[config.mk]
export PLATFORM = sky130hd
export DESIGN_NAME = eth_pause_frame_tx
export DESIGN_NICKNAME = d
export VERILOG_FILES = /design/src/rtl/eth_pause_frame_tx.sv
export SDC_FILE = /design/constraint.sdc
export NUM_CORES = 1
export LEC_CHECK = 0
export CORE_AREA = 8 8 106 79
export CTS_CLUSTER_SIZE = 24
export DETAILED_ROUTE_END_ITERATION = 16
export DIE_AREA = 0 0 114 87
export GPL_TIMING_DRIVEN = 0
export PLACE_DENSITY_LB_ADDON = 0.08
export SETUP_SLACK_MARGIN = 0.15
export SYNTH_ARGS = -nofsm -noshare
export SYNTH_HDL_FRONTEND = slang
export SYNTH_SLANG_ARGS = --single-unit
[constraint.sdc]
create_clock -name MTxClk -period 5.31 [get_ports MTxClk]
set_input_delay 1.3275 -clock MTxClk [delete_from_list [all_inputs] [get_ports MTxClk]]
set_output_delay 1.3275 -clock MTxClk [all_outputs]
set_load 0.01 [all_outputs]
[src/rtl/eth_pause_frame_tx.sv]
// Builds 802.3x PAUSE frames (DA..pad, no FCS) byte by byte for the TX MAC between data frames.
// Latency: START one cycle after a pending request sees TxFlow & ~DataFrameActive in IDLE; one byte per TxUsedData.
// Backpressure: the MAC paces bytes with TxUsedData; requests wait in a one-deep pending slot where the last value wins.
module eth_pause_frame_tx #(
    parameter int FRM_LEN = 60
) (
    input  logic        MTxClk,
    input  logic        TxReset_n,
    input  logic [47:0] MAC,
    input  logic        TxFlow,
    input  logic        TxPauseRq,
    input  logic [15:0] TxPauseTV,
    input  logic        DataFrameActive,
    input  logic        TxUsedData,
    input  logic        TxDoneIn,
    input  logic        TxAbortIn,
    output logic        CtrlMux,
    output logic        TxCtrlStartFrm,
    output logic        TxCtrlEndFrm,
    output logic [7:0]  TxCtrlData,
    output logic        CtrlTxDone,
    output logic        PauseRqBusy
);

    typedef enum logic [1:0] {
        IDLE  = 2'd0,
        START = 2'd1,
        SEND  = 2'd2,
        DONE  = 2'd3
    } state_t;

    // Index of the last byte before the MAC-appended FCS
    localparam logic [5:0] LastByte = 6'(FRM_LEN - 1);

    state_t      state;
    logic        pend;
    logic [15:0] pendTV;
    logic [15:0] frmTV;
    logic [5:0]  byteCnt;
    logic        ctrlTxDoneQ;
    logic        capture;
    logic        launch;
    logic [7:0]  frameByte;

    assign capture = TxPauseRq & TxFlow;
    assign launch  = (state == IDLE) & pend & TxFlow & ~DataFrameActive;

    // Pending request slot; a same-cycle request overrides the launch clear so it stays queued
    always_ff @(posedge MTxClk or negedge TxReset_n) begin
        if (!TxReset_n) begin
            pend   <= 1'b0;
            pendTV <= 16'h0000;
        end else if (capture) begin
            pend   <= 1'b1;
            pendTV <= TxPauseTV;
        end else if (launch) begin
            pend   <= 1'b0;
        end
    end

    // Frame sequencer: launch, byte stepping, abort handling and completion pulse
    always_ff @(posedge MTxClk or negedge TxReset_n) begin
        if (!TxReset_n) begin
            state       <= IDLE;
            frmTV       <= 16'h0000;
            byteCnt     <= 6'd0;
            ctrlTxDoneQ <= 1'b0;
        end else begin
            ctrlTxDoneQ <= 1'b0;
            case (state)
                IDLE: begin
                    if (launch) begin
                        state   <= START;
                        frmTV   <= pendTV;
                        byteCnt <= 6'd0;
                    end
                end
                START: begin
                    if (TxAbortIn) begin
                        state <= IDLE;
                    end else if (TxUsedData) begin
                        byteCnt <= 6'd1;
                        state   <= SEND;
                    end
                end
                SEND: begin
                    if (TxAbortIn) begin
                        state <= IDLE;
                    end else if (TxUsedData) begin
                        // Counter parks on the last byte so it never wraps
                        if (byteCnt == LastByte) begin
                            state <= DONE;
                        end else begin
                            byteCnt <= byteCnt + 6'd1;
                        end
                    end
                end
                DONE: begin
                    if (TxDoneIn | TxAbortIn) begin
                        ctrlTxDoneQ <= TxDoneIn;
                        state       <= IDLE;
                    end
                end
                default: state <= IDLE;
            endcase
        end
    end

    // Byte map: reserved multicast DA, station SA, MAC-control type, PAUSE opcode, pause time, zero pad
    always_comb begin
        frameByte = 8'h00;
        case (byteCnt)
            6'd0:    frameByte = 8'h01;
            6'd1:    frameByte = 8'h80;
            6'd2:    frameByte = 8'hC2;
            6'd3:    frameByte = 8'h00;
            6'd4:    frameByte = 8'h00;
            6'd5:    frameByte = 8'h01;
            6'd6:    frameByte = MAC[47:40];
            6'd7:    frameByte = MAC[39:32];
            6'd8:    frameByte = MAC[31:24];
            6'd9:    frameByte = MAC[23:16];
            6'd10:   frameByte = MAC[15:8];
            6'd11:   frameByte = MAC[7:0];
            6'd12:   frameByte = 8'h88;
            6'd13:   frameByte = 8'h08;
            6'd14:   frameByte = 8'h00;
            6'd15:   frameByte = 8'h01;
            6'd16:   frameByte = frmTV[15:8];
            6'd17:   frameByte = frmTV[7:0];
            default: frameByte = 8'h00;
        endcase
    end

    assign CtrlMux        = (state != IDLE);
    assign TxCtrlStartFrm = (state == START);
    assign TxCtrlEndFrm   = (state == SEND) && (byteCnt == LastByte);
    assign TxCtrlData     = ((state == START) || (state == SEND)) ? frameByte : 8'h00;
    assign CtrlTxDone     = ctrlTxDoneQ;
    assign PauseRqBusy    = pend | (state != IDLE);

endmodule

==> Word-level counts from Yosys, hierarchy flattened <==
Cells that the tools add are included.
{ "word_totals": {"latchBits": 0, "memories": 0, "input_bits": 72, "out_inout_bits": 13, "mem_bits_ro": 0, "ff_bits": 42, "word_cells": 74, "mem_bits_rw": 0} }
{ "op_classes": {"muxes": 21, "magnitude_cmp": 0, "addsub": 1, "div_mod_pow": 0, "n_shift": 0, "multipliers": 0, "bitwise": 7, "reduce_logical": 11, "n_eq_ne": 28} }
{ "ops": {"columns": ["op", "count"], "rows": [
  ["$pmux 8 s13", 1],
  ["$eq 6x4->1 const B", 7],
  ["$mux 6", 6],
  ["$eq 6x3->1 const B", 3],
  ["$pmux 6 s3", 1],
  ["$mux 2", 7],
  ["$ne 2x2->1 const B", 7],
  ["$eq 6x5->1 const B", 2],
  ["$ne 3x3->1 const B", 3],
  ["$mux 8", 1],
  ["$pmux 2 s4", 1],
  ["$reduce_and 7->1", 1],
  ["$add 6x1->6 const B", 1],
  ["$eq 6x1->1 const B", 1],
  ["$eq 6x2->1 const B", 1],
  ["$eq 6x6->1 const B", 1],
  ["$logic_not 6->1", 1],
  ["$reduce_and 5->1", 1],
  ["$and 1x1->1", 4],
  ["$eq 2x2->1 const B", 2],
  ["$mux 1", 4],
  ["$reduce_bool 2->1", 2],
  ["$reduce_bool 3->1", 1],
  ["$reduce_or 3->1", 1],
  ["7 further kinds", 8]
]} }

==> Logic depth before layout (Yosys ltp) <==
Gate-level depths: netlist of run 1.
{ "logic_depth": {"depth_word": 6, "mapped_depth": 7, "mapped_depth_nobuf": 6} }

==> Least setup slack after synthesis of run 1 <==
No wires, ideal clock.
{ "synth_path": {"kind": "input-to-output", "from": "input MAC[31]", "to": "output TxCtrlData[7]", "n_path_buf": 0, "stages": 4, "arrival_ns": 2.116, "path_slack_ns": 1.866, "required_time_ns": 3.983, "cell_sequence": "o211a_1 > o21a_1 > a2111oi_0 > a31oi_1"} }
{ "synth_between": {"elab_chain_len": 2} }
{ "synth_lines": {"columns": ["item", "line", "source"], "rows": [
  ["from (decl)", "9", "input logic [47:0] MAC,"],
  ["$pmux 8 s13", "112", "case (byteCnt)"],
  ["$mux 8", "138", "assign TxCtrlData = ((state == START) || (state == SEND)) ? frameByte : 8'h00;"],
  ["to (decl)", "20", "output logic [7:0] TxCtrlData,"]
]} }
Every way passes these cells.

==> Worst setup path after layout of run 1 <==
{ "layout_path": {"from": "register byteCnt[0]", "to": "output TxCtrlData[7]"} }
{ "layout_between": {"elab_chain_len": 4, "elab_cells_between_ends": 18, "cone_classes": "eq/ne (14); mux (2); reduce/logical (2)"} }
{ "layout_lines": {"columns": ["item", "line", "source"], "rows": [
  ["from (decl)", "39", "logic [5:0] byteCnt;"],
  ["from (signal assigned)", "94", "byteCnt <= byteCnt + 6'd1;"],
  ["$eq 6x4->1 (tied with other cells)", "112", null],
  ["$reduce_or 3->1 (no line)", null, null],
  ["$pmux 8 s13 (*)", "112", null],
  ["$mux 8 (*)", "138", null]
]} }
Every way passes the cells marked *; elsewhere a longest branch is shown, timed or not.

==> implementation parameters, run 1 <==
Parameter                              Value

Clocking
  Sinks on the clock net ... 42
  Number of buffers added to fix hold violations after cts ... 0
  Clock tree from TritonCTS ... done
  Number of buffers inserted by post-CTS setup repair ... 0
  Longest Clk Path Bufs ... 2
  Post-cts sizing count ... 0
  Number of CTS-inserted buffers ... 5
  Source-to-sink clock delay at the later pin of the worst-skew pair ... 0.30 ns
  Clock-pin slew on the worst setup and hold paths ... 0.09 ns
  Number of H-tree levels ... 2
  Root cell of the clock tree ... sky130_fd_sc_hd__clkbuf_8

Routing
  1st-pass router iterations ... 4
  Average wire per standard cell ... 19.5 um
  ANT nets after route ... 0
  DRT Wirelength ... 8.29 mm
  Total number of vias ... about 2300
  Residual DRC count ... 0
  Starting DRT DRC Count ... around 120
  Average vias per placed instance ... 5.34

Critical path
  Kind of cell adding the most delay to the critical path ... simple AND/OR/NAND/NOR gates
  CP Class ... register to primary output
  Critical Path Fanout Max ... 10
  CP Data Required Time ... 3.98 ns
  Buffers & Inverters on Critical Path ... 2
  Kind of end point of the critical path ... primary output
  Startpoint type of the worst setup path ... register
  Critical Path AT ... 3.43 ns
  Cells along the critical path ... ha_1 -> clkbuf_1 -> nand3b_1 -> nor3_1 -> a2111oi_0 -> a31oi_1 -> clkdlybuf4s50_1
  CP max stage cell ... sky130_fd_sc_hd__nor3_1
  Worst stage delay on the critical path ... 0.68 ns

STA
  Highest achievable clock rate ... 0.210 GHz
  Final setup fails ... 0
  Slew at the pin closest to its max-slew limit ... 0.934 ns
  Normalized max-slew margin ... roughly 38%
  Total negative setup slack ... 0 ns
  Setup repair after global routing missed its margin ... false
  Final count of hold timing violations ... 0
  Setup Skew ... 0.00596 ns
  Post-route fraction of the period consumed by the critical path ... between 80% and 90%
  Pins Over Slew Limit ... 0
  Final Critical Period ... 4.76 ns

Logic synthesis
  Fraction of the yosys area taken by sequential cells ... 40.5%
  Async set or reset register ratio after synthesis ... 100%
  Synthesized net count ... about 310
  Cell area after synthesis ... 2600 um2
  Area fraction of the dominant cell type after synthesis ... 40.5%
  Dominant register cell in the synthesized netlist ... sky130_fd_sc_hd__dfrtp_1
  Count of warnings emitted by yosys ... 0
  Number of synthesized flops with an enable pin ... 0
  Top post-synthesis cells by area ... sky130_fd_sc_hd__dfrtp_1 (40%), sky130_fd_sc_hd__mux2_2 (14%), sky130_fd_sc_hd__ha_1 (4.3%), sky130_fd_sc_hd__a22oi_1 (3.5%), sky130_fd_sc_hd__and3_1 (3.4%)
  Post-Synthesis Cells ... 233
  Area leader, netlist ... sky130_fd_sc_hd__dfrtp_1
  Register bit count reported by yosys ... 42
  Count of unique library cells instantiated by Yosys ... 52
  Mean area per synthesized cell ... 11.1 um2

Global route
  Wire length of the first global-routing pass ... 12.8 mm
  Remaining Overflow, GRT ... 0
  Overall track demand over capacity in global routing ... 16.7%
  Pin count of the biggest net entering global routing ... 23
  Initial antenna violation count ... 0
  Number of global-route vias before repair ... between 2000 and 2500

Cells and area
  Area growth from synthesis to final layout ... 41.5%
  Commonest non-fill, non-tap cells in the layout ... sky130_fd_sc_hd__clkdlybuf4s50_1 (83), sky130_fd_sc_hd__dfrtp_1 (42), sky130_fd_sc_hd__mux2_2 (32)
  Antenna diode instance count ... 0
  Net count, final ... 406
  Post-layout instance count excluding filler cells ... approximately 420
  Leading cell type in the layout, fill and taps excluded ... sky130_fd_sc_hd__clkdlybuf4s50_1
  Design area ... 3680 um2
  Share of the core filled with cells ... 53.3%
  Share of final-layout standard cells stronger than drive strength 1 ... between 10% and 20%

Floorplanning
  Die area ... 9920 um2
  Die Width ... 114 um
  Number of top-level design ports ... 85
  Effective utilization at floorplan ... a little under two fifths
  Number of rows created at floorplan ... 26
  Die extent in y ... 87 um
  Placeable core region ... 6900 um2

Pwr
  Leakage ... 1.49 nW
  IR Drop Worst-Case VDD ... 149 uV
  Power per cell area ... 328 nW/um2

Placement
  Placed Cells incl. Taps ... 416
  Number of buffer cells added on primary ports ... 84
  Sum of net half-perimeters after detailed placement ... roughly 6.4 mm
  Final RePlAce weighted congestion ... 0.829
  Area post-placement ... 3580 um2

Worst hold path
  Class of the worst hold path ... register to register

Outcome
  Run status ... completed

Job
  Max-cap violations ... 0
==> power breakdown <==
part / total, W / switching [W] / internal, W / leakage, nW
Combinational: 0.000507 / 0.000242 / 0.000265 / 0.940
Sequential: 0.000479 / 0.0000648 / 0.000415 / 0.511
Clock: 0.000220 / 0.000126 / 0.0000942 / 0.0408
==> synthesized netlist by cell type, types with 3 or more instances <==
master,number
sky130_fd_sc_hd__a22oi_1,12
sky130_fd_sc_hd__o22ai_1,3
sky130_fd_sc_hd__a41oi_1,3
sky130_fd_sc_hd__clkbuf_1,5
sky130_fd_sc_hd__nor2b_1,7
sky130_fd_sc_hd__buf_2,4
sky130_fd_sc_hd__nor2_1,7
sky130_fd_sc_hd__buf_4,3
sky130_fd_sc_hd__and3_1,14
sky130_fd_sc_hd__dfrtp_1,42
sky130_fd_sc_hd__o31ai_1,6
sky130_fd_sc_hd__a31oi_1,5
sky130_fd_sc_hd__and2_1,4
sky130_fd_sc_hd__ha_1,9
sky130_fd_sc_hd__inv_1,11
sky130_fd_sc_hd__nand2_1,7
sky130_fd_sc_hd__mux2_2,32
sky130_fd_sc_hd__a2111oi_0,3
sky130_fd_sc_hd__mux2i_1,3
sky130_fd_sc_hd__nand2b_1,5
sky130_fd_sc_hd__a32oi_1,8
sky130_fd_sc_hd__nand3_1,4
==> cell type report <==
cell class	instances	area, um2
inverter	11	41.3
sequential	42	1050
timing repair buffer	85	863
clock inverter	3	23.8
clock buffer	5	68.8
fill	648	3220
buffer	13	65.1
tap	98	123
multi-input combinational	167	1440
==> cell families (layout without fill, tap and decap cells) <==
logic type	after synthesis	after routing	share of synthesized area [%]
flops	42	42	40.5
simple gates	64	64	17.1
buf+inv	24	117	4.09
fa+ha+maj	9	9	4.34
mux	37	37	15.9
compound gates	57	57	18.2
==> sequential cells by signal (all words and copies together) (netlist names) <==
signal / count
pendTV: 16
byteCnt: 6
state: 2
frmTV: 16
CtrlTxDone: 1
pend: 1
==> worst paths after layout <==
kind / start / endpoint / slack (ns) / cells after the start
setup / recovery: byteCnt[0] / TxCtrlData[7] / 0.55 / 7
hold / removal: pendTV[4] / pendTV[4] / 0.51 / 1
setup reg to reg: byteCnt[0] / state[0] / 3.11 / 6
hold reg to reg: pendTV[4] / pendTV[4] / 0.51 / 1
max in group asynchronous: TxReset_n / frmTV[2] / 3.80 / 2
min in group asynchronous: TxReset_n / CtrlTxDone / 1.01 / 1
==> stage by stage <==
stage | total power (W) | hold WS [ns] | setup WS [ns]
finish | 0.00121 | 0.508 | 0.550
global route | 0.00129 | 0.527 | 0.310
CTS | 0.00121 | 0.511 | 0.545
detailed placement | 0.000993 | 0.489 | 0.672
global placement | 0.000981 | 0.484 | 0.614
floorplan | 0.000774 | 0.475 | 1.87
==> per-layer routing <==
layer / track usage, % / share of wire, % / vias to the layer above
met2: 25.6 / 45 / 67
met3: 4.64 / 6.5 / 7
met5: 0 / 0 / -
met1: 22.8 / 48 / 1115
met4: 3.13 / 0.84 / 0
li1: - / - / 1077
Power figures use the tool's default switching activity.
==> run 2: changes to the inputs <==
GPL_TIMING_DRIVEN = 1   (was 0)
MAX_ROUTING_LAYER = met4   (was unset)
==> run 2 against run 1 <==
Compared with the run above:
- count of clock-buffer cells in the layout unchanged
- critical endpoint is now TxCtrlData[3]
- highest routed layer unchanged
- critical path type unchanged
- final area down 2.5%
- fmax rose by 4.2%
==> implementation parameters, run 2 (synthesis results as in run 1) <==
Parameter                              Value

Outcome
  Run status ... completed (unchanged)

STA
  Slew at the pin closest to its max-slew limit ... 0.961 ns (was 0.934 ns)
  Final setup fails ... 0 (unchanged)
  Setup repair after global routing missed its margin ... false (unchanged)
  Final count of hold timing violations ... 0 (unchanged)
  Post-route fraction of the period consumed by the critical path ... 86.1% (was 89.6%)
  Total negative setup slack ... 0 ns (unchanged)
  Final Critical Period ... 4.57 ns (was 4.76 ns)
  Normalized max-slew margin ... 35.8% (was 37.7%)
  Minimum setup slack in the final design ... 0.740 ns (was 0.550 ns)
  Setup Skew ... 0.00402 ns (was 0.00596 ns)
  Pins Over Slew Limit ... 0 (unchanged)
  Highest achievable clock rate ... 0.219 GHz (was 0.210 GHz)

Routing
  ANT nets after route ... 0 (unchanged)
  1st-pass router iterations ... 4 (unchanged)
  Starting DRT DRC Count ... 127 (was 123)
  Total number of vias ... 2199 (was 2266)
  Average vias per placed instance ... 5.36 (was 5.34)
  Residual DRC count ... 0 (unchanged)
  Average wire per standard cell ... 19.3 um (was 19.5 um)
  DRT Wirelength ... 7.91 mm (was 8.29 mm)

Cells and area
  Filler cell count in the final layout ... 662 (was 648)
  Leading cell type in the layout, fill and taps excluded ... sky130_fd_sc_hd__clkdlybuf4s50_1 (unchanged)
  Multi-input gate area ... 1440 um2 (unchanged)
  Register cell area after layout ... 1050 um2 (unchanged)
  Net count, final ... 392 (was 406)
  Largest registers in the final layout ... frmTV x16, pendTV x16, byteCnt x6 (unchanged)
  Antenna diode instance count ... 0 (unchanged)
  Commonest non-fill, non-tap cells in the layout ... sky130_fd_sc_hd__clkdlybuf4s50_1 (83), sky130_fd_sc_hd__dfrtp_1 (42), sky130_fd_sc_hd__mux2_2 (32) (unchanged)
  Post-layout instance count excluding filler cells ... 410 (was 424)
  Design area ... 3580 um2 (was 3680 um2)
  Share of final-layout standard cells stronger than drive strength 1 ... 17.0% (was 18.7%)
  Area growth from synthesis to final layout ... 38.0% (was 41.5%)
  Share of the core filled with cells ... 52.0% (was 53.3%)

Global route
  Initial antenna violation count ... 0 (unchanged)
  Number of global-route vias before repair ... 2287 (was 2338)
  Pin count of the biggest net entering global routing ... 43 (was 23)
  Remaining Overflow, GRT ... 0 (unchanged)
  Overall track demand over capacity in global routing ... 16.5% (was 16.7%)
  Wire length of the first global-routing pass ... 12.5 mm (was 12.8 mm)

Placement
  Final RePlAce weighted congestion ... 0.807 (was 0.829)
  Area post-placement ... 3490 um2 (was 3580 um2)
  Placed Cells incl. Taps ... 402 (was 416)
  Placement-stage worst setup slack ... 0.680 ns (was 0.672 ns)
  Sum of net half-perimeters after detailed placement ... 5.94 mm (was 6.39 mm)
  Number of buffer cells added on primary ports ... 84 (unchanged)

Critical path
  CP max stage cell ... sky130_fd_sc_hd__nor4b_4 (was sky130_fd_sc_hd__nor3_1)
  Critical Path AT ... 3.24 ns (was 3.43 ns)
  Cells along the critical path ... nor4b_4 -> and2_1 -> a32oi_1 -> a41oi_1 -> clkdlybuf4s50_1 (was ha_1 -> clkbuf_1 -> nand3b_1 -> nor3_1 -> a2111oi_0 -> a31oi_1 -> clkdlybuf4s50_1)
  Critical Path Fanout Max ... 19 (was 10)
  Crit path launch ... byteCnt[3] (was byteCnt[0])
  Worst stage delay on the critical path ... 0.84 ns (was 0.68 ns)
  Startpoint type of the worst setup path ... register (unchanged)
  Source of the worst register-to-register timing path ... state[0] (was byteCnt[0])
  Kind of cell adding the most delay to the critical path ... simple AND/OR/NAND/NOR gates (unchanged)
  CP Class ... register to primary output (unchanged)
  Kind of end point of the critical path ... primary output (unchanged)
  Buffers & Inverters on Critical Path ... 1 (was 2)
  CP Data Required Time ... 3.98 ns (about the same)

Pwr
  Power per cell area ... 336 nW/um2 (was 328 nW/um2)
  IR Drop Worst-Case VDD ... 148 uV (was 149 uV)
  Leakage ... 1.44 nW (was 1.49 nW)

Clocking
  Source-to-sink clock delay at the later pin of the worst-skew pair ... 0.30 ns (about the same)
  Sinks on the clock net ... 42 (unchanged)
  Clock tree from TritonCTS ... done (unchanged)
  Longest Clk Path Bufs ... 2 (unchanged)
  Number of buffers added to fix hold violations after cts ... 0 (unchanged)
  Clock-pin slew on the worst setup and hold paths ... 0.09 ns (about the same)
  Number of H-tree levels ... 2 (unchanged)
  Root cell of the clock tree ... sky130_fd_sc_hd__clkbuf_8 (unchanged)
  Post-cts sizing count ... 0 (unchanged)
  Number of CTS-inserted buffers ... 5 (unchanged)
  Number of buffers inserted by post-CTS setup repair ... 0 (unchanged)

Job
  Max-cap violations ... 0 (unchanged)

Floorplanning
  Die area ... 9920 um2 (unchanged)
  Number of rows created at floorplan ... 26 (unchanged)
  Number of top-level design ports ... 85 (unchanged)
  Placeable core region ... 6900 um2 (unchanged)
  Die Width ... 114 um (unchanged)
  Effective utilization at floorplan ... 37.7% (unchanged)
  Die extent in y ... 87 um (unchanged)

Worst hold path
  Origin of the worst min-delay path ... pendTV[7] (was pendTV[4])
  Class of the worst hold path ... register to register (unchanged)
[run 2: changes by cell type in the layout (fill, tap and decap cells not counted)]
cell / delta
sky130_fd_sc_hd__buf_1: -1
sky130_fd_sc_hd__buf_16: -1
sky130_fd_sc_hd__buf_2: -4
sky130_fd_sc_hd__buf_4: -3
sky130_fd_sc_hd__clkbuf_1: -5
sky130_fd_sc_hd__clkinv_4: +1
sky130_fd_sc_hd__clkinvlp_4: -1
[run 2: worst reg2reg max path: stages, from the launching register on]
cell,delay [ns]
sky130_fd_sc_hd__dfrtp_1,0.42
sky130_fd_sc_hd__inv_1,0.12
sky130_fd_sc_hd__ha_1,0.36
sky130_fd_sc_hd__nand4b_4,0.41
sky130_fd_sc_hd__o2bb2ai_2,0.31
sky130_fd_sc_hd__or3_4,0.41
sky130_fd_sc_hd__o31ai_1,0.22
[run 2: path summary, 6_finish.rpt]
check,to,slack (ns),depth (start not counted)
worst max-delay path,TxCtrlData[3],0.74,5
worst min-delay path,frmTV[7],0.51,1
worst max register to register,byteCnt[4],2.97,6
worst min register to register,frmTV[7],0.51,1
max in group asynchronous,frmTV[6],3.55,1
min in group asynchronous,CtrlTxDone,1.17,1
[run 2: metal layers]
layer	GRT usage, %	vias to the layer above	routed length (um)
met4	3.37	0	53
met2	24.4	59	3500
li1	-	1051	-
met5	-	-	0
met1	22.8	1083	3960
met3	3.60	6	399
[run 2: power breakdown]
part	total [W]	switching [W]	internal, W
Clock	0.000223	0.000127	0.0000952
Sequential	0.000478	0.0000634	0.000415
Combinational	0.000502	0.000240	0.000262
Total	0.00120	0.000431	0.000772
[run 2: area by class of cell]
class	instances	share of cell area, %
inverter	11	1.15
multi-input combinational	167	40.2
clock buffer	5	1.92
sequential	42	29.3
timing repair buffer	84	23.3
tap	98	3.42
clock inverter	3	0.698
[run 2: stage by stage]
stage / total power, W / hold slack, ns
finish: 0.00120 / 0.507
global placement: 0.000977 / 0.482
floorplan: 0.000774 / 0.475
CTS: 0.00121 / 0.510
detailed placement: 0.000986 / 0.489
global route: 0.00128 / 0.517
==> run 3: changes to the inputs <==
GPL_TIMING_DRIVEN = 0   (was 1)
==> run 3 against run 2 <==
Compared with the run above:
- utilization up 1.3 points
- global-route usage up 0.52 points
- final area up 2.5%
- non-clock buffer count up 14
- routed wire length up 4.9%
- worst hold slack better by 0.00072 ns
- sequential power about the same
- die area unchanged
- clock skew up 0.0010 ns
==> implementation parameters, run 3 (synthesis results as in run 1) <==
Parameter                              Value

Outcome
  Run status ... completed (unchanged)

Routing
  1st-pass router iterations ... 4 (unchanged)
  Residual DRC count ... 0 (unchanged)
  Starting DRT DRC Count ... 116 (was 127)
  Average vias per placed instance ... 5.31 (was 5.36)
  DRT Wirelength ... 8.30 mm (was 7.91 mm)
  ANT nets after route ... 0 (unchanged)
  Average wire per standard cell ... 19.6 um (was 19.3 um)
  Total number of vias ... 2251 (was 2199)

Clocking
  Number of H-tree levels ... 2 (unchanged)
  Longest Clk Path Bufs ... 2 (unchanged)
  Post-cts sizing count ... 0 (unchanged)
  Root cell of the clock tree ... sky130_fd_sc_hd__clkbuf_8 (unchanged)
  Number of buffers inserted by post-CTS setup repair ... 0 (unchanged)
  Sinks on the clock net ... 42 (unchanged)
  Clock tree from TritonCTS ... done (unchanged)
  Clock-pin slew on the worst setup and hold paths ... 0.09 ns (about the same)
  Source-to-sink clock delay at the later pin of the worst-skew pair ... 0.30 ns (about the same)
  Number of CTS-inserted buffers ... 5 (unchanged)
  Number of buffers added to fix hold violations after cts ... 0 (unchanged)

Floorplanning
  Number of top-level design ports ... 85 (unchanged)
  Placeable core region ... 6900 um2 (unchanged)
  Number of rows created at floorplan ... 26 (unchanged)
  Die Width ... 114 um (unchanged)
  Effective utilization at floorplan ... 37.7% (unchanged)
  Die extent in y ... 87 um (unchanged)
  Die area ... 9920 um2 (unchanged)

Global route
  Remaining Overflow, GRT ... 0 (unchanged)
  Pin count of the biggest net entering global routing ... 23 (was 43)
  Number of global-route vias before repair ... 2345 (was 2287)
  Overall track demand over capacity in global routing ... 17.1% (was 16.5%)
  Initial antenna violation count ... 0 (unchanged)
  Wire length of the first global-routing pass ... 12.8 mm (was 12.5 mm)

STA
  Setup Skew ... 0.00505 ns (was 0.00402 ns)
  Post-route fraction of the period consumed by the critical path ... 89.7% (was 86.1%)
  Pins Over Slew Limit ... 0 (unchanged)
  Final Critical Period ... 4.77 ns (was 4.57 ns)
  Total negative setup slack ... 0 ns (unchanged)
  Final count of hold timing violations ... 0 (unchanged)
  Final setup fails ... 0 (unchanged)
  Normalized max-slew margin ... 38.8% (was 35.8%)
  Setup repair after global routing missed its margin ... false (unchanged)
  Highest achievable clock rate ... 0.210 GHz (was 0.219 GHz)
  Slew at the pin closest to its max-slew limit ... 0.916 ns (was 0.961 ns)

Pwr
  Leakage ... 1.49 nW (was 1.44 nW)
  Total power draw ... 0.00121 W (was 0.00120 W)
  Power per cell area ... 328 nW/um2 (was 336 nW/um2)
  IR Drop Worst-Case VDD ... 149 uV (was 148 uV)

Cells and area
  Post-layout instance count excluding filler cells ... 424 (was 410)
  Commonest non-fill, non-tap cells in the layout ... sky130_fd_sc_hd__clkdlybuf4s50_1 (83), sky130_fd_sc_hd__dfrtp_1 (42), sky130_fd_sc_hd__mux2_2 (32) (unchanged)
  Antenna diode instance count ... 0 (unchanged)
  Area growth from synthesis to final layout ... 41.5% (was 38.0%)
  Share of the core filled with cells ... 53.3% (was 52.0%)
  Design area ... 3680 um2 (was 3580 um2)
  Leading cell type in the layout, fill and taps excluded ... sky130_fd_sc_hd__clkdlybuf4s50_1 (unchanged)
  Net count, final ... 406 (was 392)
  Largest registers in the final layout ... frmTV x16, pendTV x16, byteCnt x6 (unchanged)
  Share of final-layout standard cells stronger than drive strength 1 ... 18.7% (was 17.0%)

Placement
  Area post-placement ... 3580 um2 (was 3490 um2)
  Sum of net half-perimeters after detailed placement ... 6.39 mm (was 5.94 mm)
  Placed Cells incl. Taps ... 416 (was 402)
  Final RePlAce weighted congestion ... 0.841 (was 0.807)
  Number of buffer cells added on primary ports ... 84 (unchanged)

Critical path
  CP max stage cell ... sky130_fd_sc_hd__nor3_1 (was sky130_fd_sc_hd__nor4b_4)
  Critical Path AT ... 3.44 ns (was 3.24 ns)
  Buffers & Inverters on Critical Path ... 2 (was 1)
  Worst stage delay on the critical path ... 0.68 ns (was 0.84 ns)
  CP Class ... register to primary output (unchanged)
  Cells along the critical path ... ha_1 -> clkbuf_1 -> nand3b_1 -> nor3_1 -> a2111oi_0 -> a31oi_1 -> clkdlybuf4s50_1 (was nor4b_4 -> and2_1 -> a32oi_1 -> a41oi_1 -> clkdlybuf4s50_1)
  Source of the worst register-to-register timing path ... byteCnt[0] (was state[0])
  Critical Path Fanout Max ... 10 (was 19)
  Crit path launch ... byteCnt[0] (was byteCnt[3])
  CP Data Required Time ... 3.98 ns (about the same)
  Startpoint type of the worst setup path ... register (unchanged)
  Kind of cell adding the most delay to the critical path ... simple AND/OR/NAND/NOR gates (unchanged)
  Kind of end point of the critical path ... primary output (unchanged)

Worst hold path
  Class of the worst hold path ... register to register (unchanged)
  Origin of the worst min-delay path ... pendTV[4] (was pendTV[7])

Job
  Max-cap violations ... 0 (unchanged)
[run 3: changes by cell type in the layout (fill, tap and decap cells not counted)]
cell	change
sky130_fd_sc_hd__clkinv_4	-1
sky130_fd_sc_hd__buf_4	+3
sky130_fd_sc_hd__buf_1	+1
sky130_fd_sc_hd__clkbuf_1	+5
sky130_fd_sc_hd__buf_2	+4
sky130_fd_sc_hd__buf_16	+1
sky130_fd_sc_hd__clkinvlp_4	+1
[run 3: power breakdown]
part / leakage, nW / internal (W) / switching (W)
sequential: 0.511 / 0.000415 / 0.0000646
combinational: 0.940 / 0.000265 / 0.000243
clock: 0.0408 / 0.0000942 / 0.000125
total: 1.49 / 0.000774 / 0.000433
[run 3: area by class of cell]
cell class | instances | area, um2
clock inverters | 3 | 23.8
inverters | 11 | 41.3
well taps | 98 | 123
repair buffers | 85 | 863
multi-input cells | 167 | 1440
plain buffers | 13 | 65.1
fillers | 648 | 3220
flip-flops and latches | 42 | 1050
clock buffers | 5 | 68.8
[run 3: final timing paths]
path / endpoint / slack (ns) / depth (start not counted)
setup / recovery: TxCtrlData[7] / 0.54 / 7
hold / removal: pendTV[4] / 0.51 / 1
setup reg to reg: state[0] / 3.11 / 6
hold reg to reg: pendTV[4] / 0.51 / 1
max in group asynchronous: frmTV[2] / 3.80 / 2
min in group asynchronous: CtrlTxDone / 1.01 / 1
[run 3: metrics by stage]
stage / hold WS, ns / setup WS [ns]
after global placement: 0.484 / 0.614
after global routing: 0.527 / 0.310
after detailed placement: 0.489 / 0.672
after CTS: 0.511 / 0.545
final: 0.508 / 0.545
after floorplan: 0.475 / 1.87
[run 3: worst reg2reg max path, cell delays in order (launching register included)]
cell                       delay, ns
sky130_fd_sc_hd__dfrtp_1        0.48
sky130_fd_sc_hd__ha_1           0.20
sky130_fd_sc_hd__clkbuf_1       0.37
sky130_fd_sc_hd__nand3b_1       0.28
sky130_fd_sc_hd__nor2_1         0.20
sky130_fd_sc_hd__o221a_2        0.23
sky130_fd_sc_hd__mux2_1         0.33
[run 3: metal layers]
| metal | part of all wire [%] | GRT usage, % |
|---|---|---|
| met5 | 0 | - |
| met4 | 1.1 | 3.13 |
| met3 | 6.6 | 4.22 |
| met2 | 44 | 25.9 |
| met1 | 48 | 22.7 |
